### src/rtl/manchester_pkg.sv
// ============================================================================
// manchester_pkg: shared line-code constants, encoder state type and chip map.
// Revision 1.0
// ============================================================================
`default_nettype none

package manchester_pkg;

  // Framing constants shared with the preamble inserter upstream.
  localparam logic [7:0] PREAMBLE_PATTERN = 8'hAA;
  localparam logic [7:0] START_WORD       = 8'hD5;

  typedef enum logic [1:0] {
    ST_IDLE  = 2'd0,
    ST_HI    = 2'd1,
    ST_LO    = 2'd2,
    ST_ABORT = 2'd3
  } enc_state_t;

  // Nibble bit 3 lands on chips[7:6]; chips[7] leaves the serializer first.
  function automatic logic [7:0] manchester_encode_nibble(input logic [3:0] nibble,
                                                          input logic       invert);
    logic [7:0] chips;
    chips = 8'h00;
    for (int i = 0; i < 4; i++) begin
      chips[2*i +: 2] = {~nibble[i], nibble[i]} ^ {2{invert}};
    end
    return chips;
  endfunction

endpackage

`default_nettype wire

### src/rtl/manchester_tx_encoder.sv
// ============================================================================
// manchester_tx_encoder: AXI-Stream bytes to 8-chip Manchester words, high
// nibble first, with idle/abort handling. Revision 1.0
// ============================================================================
`default_nettype none

module manchester_tx_encoder
  import manchester_pkg::*;
#(
  parameter bit INVERT     = 1'b0,
  parameter bit IDLE_LEVEL = 1'b0
) (
  input  logic       aclk,
  input  logic       aresetn,
  input  logic [7:0] s_axis_tdata,
  input  logic       s_axis_tvalid,
  output logic       s_axis_tready,
  input  logic       s_axis_tlast,
  output logic [7:0] tx_data,
  output logic       tx_en,
  output logic       underrun
);

  localparam logic [7:0] IDLE_WORD = {8{IDLE_LEVEL}};

  enc_state_t state, state_nxt;

  logic [7:0] shift_byte, shift_byte_nxt;
  logic       shift_last, shift_last_nxt;
  logic [7:0] hold_byte, hold_byte_nxt;
  logic       hold_last, hold_last_nxt;
  logic       hold_valid, hold_valid_nxt;

  logic [7:0] tx_data_nxt;
  logic       tx_en_nxt;
  logic       underrun_pend, underrun_pend_nxt;
  logic       accept;

  assign s_axis_tready = !hold_valid;
  assign accept        = s_axis_tvalid && s_axis_tready;

  always_comb begin
    state_nxt         = state;
    shift_byte_nxt    = shift_byte;
    shift_last_nxt    = shift_last;
    hold_byte_nxt     = hold_byte;
    hold_last_nxt     = hold_last;
    hold_valid_nxt    = hold_valid;
    tx_data_nxt       = IDLE_WORD;
    tx_en_nxt         = 1'b0;
    underrun_pend_nxt = 1'b0;

    unique case (state)
      ST_IDLE: begin
        // A next-frame byte parked during the previous frame's last LO starts first.
        if (hold_valid) begin
          shift_byte_nxt = hold_byte;
          shift_last_nxt = hold_last;
          hold_valid_nxt = 1'b0;
          state_nxt      = ST_HI;
        end else if (accept) begin
          shift_byte_nxt = s_axis_tdata;
          shift_last_nxt = s_axis_tlast;
          state_nxt      = ST_HI;
        end
      end

      ST_HI: begin
        tx_data_nxt = manchester_encode_nibble(shift_byte[7:4], INVERT);
        tx_en_nxt   = 1'b1;
        if (accept) begin
          hold_byte_nxt  = s_axis_tdata;
          hold_last_nxt  = s_axis_tlast;
          hold_valid_nxt = 1'b1;
        end
        state_nxt = ST_LO;
      end

      ST_LO: begin
        tx_data_nxt = manchester_encode_nibble(shift_byte[3:0], INVERT);
        tx_en_nxt   = 1'b1;
        if (shift_last) begin
          if (accept) begin
            hold_byte_nxt  = s_axis_tdata;
            hold_last_nxt  = s_axis_tlast;
            hold_valid_nxt = 1'b1;
          end
          state_nxt = ST_IDLE;
        end else if (hold_valid) begin
          shift_byte_nxt = hold_byte;
          shift_last_nxt = hold_last;
          hold_valid_nxt = 1'b0;
          state_nxt      = ST_HI;
        end else if (s_axis_tvalid) begin
          shift_byte_nxt = s_axis_tdata;
          shift_last_nxt = s_axis_tlast;
          state_nxt      = ST_HI;
        end else begin
          underrun_pend_nxt = 1'b1;
          state_nxt         = ST_ABORT;
        end
      end

      ST_ABORT: begin
        if (accept && s_axis_tlast) begin
          state_nxt = ST_IDLE;
        end
      end

      default: begin
        state_nxt = ST_IDLE;
      end
    endcase
  end

  always_ff @(posedge aclk) begin
    if (!aresetn) begin
      state         <= ST_IDLE;
      shift_byte    <= 8'h00;
      shift_last    <= 1'b0;
      hold_byte     <= 8'h00;
      hold_last     <= 1'b0;
      hold_valid    <= 1'b0;
      tx_data       <= IDLE_WORD;
      tx_en         <= 1'b0;
      underrun_pend <= 1'b0;
      underrun      <= 1'b0;
    end else begin
      state         <= state_nxt;
      shift_byte    <= shift_byte_nxt;
      shift_last    <= shift_last_nxt;
      hold_byte     <= hold_byte_nxt;
      hold_last     <= hold_last_nxt;
      hold_valid    <= hold_valid_nxt;
      tx_data       <= tx_data_nxt;
      tx_en         <= tx_en_nxt;
      // Delayed one edge so the pulse lines up with the first idle word.
      underrun_pend <= underrun_pend_nxt;
      underrun      <= underrun_pend;
    end
  end

endmodule

`default_nettype wire

### config.mk
export PLATFORM = sky130hd
export DESIGN_NAME = manchester_tx_encoder
export DESIGN_NICKNAME = d
export VERILOG_FILES = /design/src/rtl/manchester_pkg.sv /design/src/rtl/manchester_tx_encoder.sv
export SDC_FILE = /design/constraint.sdc
export NUM_CORES = 1
export LEC_CHECK = 0
export CORE_MARGIN = 8
export CORE_UTILIZATION = 35
export DETAILED_ROUTE_END_ITERATION = 12
export DONT_BUFFER_PORTS = 1
export GPL_ROUTABILITY_DRIVEN = 0
export MAX_ROUTING_LAYER = met4
export SLEW_MARGIN = 20
export SYNTH_ARGS = -nofsm -noshare
export SYNTH_HDL_FRONTEND = slang
export SYNTH_SLANG_ARGS = --single-unit
### constraint.sdc
create_clock -name aclk -period 2.4 [get_ports aclk]
set_clock_uncertainty 0.2 [all_clocks]
set_input_delay 0 -clock aclk [delete_from_list [all_inputs] [get_ports aclk]]
set_output_delay 0 -clock aclk [all_outputs]
set_load 0.03 [all_outputs]
==> summary.md <==
| Metric | Value |
|---|---|
| P_leak | `0.727 nW` |
| Standard-cell row count | `23` |
| Maximum capacitance violations | `0` |
| Main area contributors after synthesis | `dfxtp_1, mux2i_1, o211a_1` |
| Register bit total from synthesis | `32` |
| Share of the synthesized area in the top cell type | `43.7%` |
| Fraction of registers with async set or reset after synthesis | `0%` |
| Number of synthesized flops with an enable pin | `0` |
| Number of antenna repair diodes | `0` |
| Clock Pin Slew Worst Setup and Hold Paths | `60 ps` |
| Kind of capture point of the worst setup path | `flop` |
| Leading area contributor after synthesis | `dfxtp_1` |
| Area of the multi-input gates | `762 sq um` |
| Post-synthesis cell count | `152` |
| Path type of the worst setup path | `flop to flop` |
| Vias per inst | `4.98` |
| Global-route wire length before repair | `5.26 mm` |
| Vias in the first global route | `1,154` |
| Main flop type after synthesis | `dfxtp_1` |
| Residual DRC | `0` |
| H-tree depth | `2` |
| Critical path launch point | `state[0]` |
| Utilization of the core after routing | `42.3%` |
| Unrepaired setup endpoints after global routing | `false` |
| Count of synthesis-stage warnings from yosys | `0` |
| Crit path arrival time | `2080 ps` |
| Final Setup Violations | `0` |
| Synth Cell Area | `0.00147 sq mm` |
| Highest attainable clock frequency | `0.471 GHz` |
| Seq/Total Area, Yosys | `43.7%` |
| Count of final hold-check violations | `0` |
| Largest net degree at the start of global routing | `26` |
| Flip-flop and latch area | `641 sq um` |
| Hold Worst Slack | `4.44 ps` |
| Number of CTS-inserted buffers | `5` |
| Launch point of the worst hold path | `s_axis_tvalid` |
| Leading cell type by number of instances after synthesis | `dfxtp_1` |
| Final routed wirelength across all metal layers | `3.01 mm` |
| Final layout net count | `185` |
| Fraction of layout cells with a size suffix above 1 | `7.23%` |
| PD cells | `931 mW/mm^2` |
| Effective utilization at floorplan | `36.4%` |
| TritonRoute pass-1 iters | `4` |
| Final worst slack | `278 ps` |
| Total vias in the final route | `1,075` |
| Crit start category | `flop` |
| Initial antenna violation count | `0` |
| Crit share post-route | `88.4%` |
| Post-route cell area | `0.00171 sq mm` |
| Critical register-to-register path startpoint | `state[0]` |
| Time the worst path needs with I/O delays and setup | `2120 ps` |
| Clock root buffer master | `clkbuf_8` |
| Sum of overflow across all layers after global routing | `0` |
| Clock sink count | `32` |
| Floorplan die height | `80.7 um` |
| Number of buffers inserted to repair setup after CTS | `0` |
| DRC violation total after the first TritonRoute iteration | `79` |
| Synth top cells by count | `dfxtp_1, mux2i_1, nor2b_1` |
| Area growth, synth to finish | `16.3%` |
| Ports placed on the boundary | `23` |
| Maximum number of buffers from clock root to sink | `2` |
| Worst slew margin relative to its limit | `47.4%` |
| Per-instance average area after synthesis | `9.65 sq um` |
| Antenna Nets Post-Route | `0` |
| DP HPWL | `2.19 mm` |
| Area of the die | `0.00652 sq mm` |
| Number of filler instances in the final layout | `415` |
| Die outline width | `80.7 um` |
| Port buffer count | `0` |
| Worst hold path type | `input port to flop` |
| Status | `finished, final reports clean` |
| Required time of the critical path | `2360 ps` |
| Floorplan core area | `0.00403 sq mm` |
| Number of slew-limit violations in the final report | `0` |
| Number of distinct standard cells referenced by the synthesized netlist | `28` |
| Worst-skew pair later-pin latency | `270 ps` |
| Max FO, Critical Path | `9` |
| IR drop worst, VDD | `0.492 mV` |
| Final setup TNS | `0 ps` |
| TritonCTS clock tree | `yes` |
| Total global-route track usage | `10.5%` |
| Transition time at the pin with the least slew margin | `786 ps` |
| Synthesized Nets | `171` |
| Final routed wire length divided by cell count | `13.9 um` |
| Placement-stage cell area | `0.00152 sq mm` |
| Post-placement setup slack | `137 ps` |
area by class of cell:
| class | instances | share of cell area (%) |
|---|---|---|
| Multi-Input combinational cell | 106 | 44.7 |
| Sequential cell | 32 | 37.6 |
| Timing Repair Buffer | 15 | 8.22 |
| Clock buffer | 6 | 4.26 |
| Tap cell | 50 | 3.67 |
| Inverter | 6 | 1.32 |
| Clock inverter | 1 | 0.293 |
per-layer routing:
metal / vias to the layer above / share of wire [%] / GRT usage [%]
li1: 543 / - / -
met1: 500 / 48 / 12.4
met2: 28 / 44 / 15.9
met3: 4 / 6.9 / 4.19
met4: 0 / 1.1 / 3.75
met5: - / 0 / -
state kept, by name, summed over array words and instances (netlist names):
signal,count
shift_byte,8
tx_data,8
underrun,1
hold_valid,1
hold_byte,8
state,2
underrun_pend,1
shift_last,1
tx_en,1
hold_last,1
critical path: stages (launching register included):
cell and delay (ps):
dfxtp_1 440, inv_1 140, ha_1 300, mux2_1 340
and3_2 320, mux2i_1 200, nor2b_1 60
through the flow:
stage	total power [mW]	cells
3_3_place_gp	1.17	198
6_report	1.59	216
4_1_cts	1.61	216
5_1_grt	1.70	216
2_1_floorplan	1.10	152
3_5_place_dp	1.20	198
where the power goes:
group / leakage (nW) / internal [mW] / switching, mW
Sequential: 0.261 / 0.627 / 0.116
Combinational: 0.425 / 0.224 / 0.247
Clock: 0.0410 / 0.197 / 0.178
logic make-up after synthesis:
kind of cell	after synthesis	share of synthesized area, %
adder cells (fa/ha/maj)	7	5.97
multiplexers	18	12.4
AO/OA/AOI/OAI	30	15.4
buffers and inverters	14	4.44
AND/OR/NAND/NOR	51	18.2
flip-flops	32	43.7
worst paths after layout:
| path | to | slack, ps | cells past startpoint |
|---|---|---|---|
| min reg2reg | underrun | 250 | 1 |
| min | shift_byte[5] | 4 | 4 |
| max | hold_last | 280 | 6 |
| max reg2reg | hold_last | 280 | 6 |
cells in the final DEF, fill, tap and decap left out:
cell / n
a21o_1: 2
a21oi_1: 6
a21oi_2: 1
a22oi_1: 4
and2_1: 1
and3_1: 2
and3_2: 1
buf_4: 4
clkbuf_1: 1
clkbuf_8: 5
clkinv_2: 1
dfxtp_1: 32
dlygate4sd3_1: 11
ha_1: 7
inv_1: 6
mux2_1: 1
mux2i_1: 17
nand2_1: 12
nand2b_1: 11
nand3_1: 1
nor2_1: 8
nor2b_1: 13
nor3_1: 1
nor4_1: 1
o211a_1: 9
o21ai_0: 3
o21ai_1: 1
o21bai_1: 1
o22ai_1: 1
o311a_1: 1
o31ai_1: 1
timing repair:
item | CTS | global route
gates resized for setup | 0 | 1
hold buffers | 11 | 0
endpoints found under the hold margin | 32 | 0
endpoints found under the setup margin | 0 | 5
No activity file was read; power rests on OpenSTA's default activity.
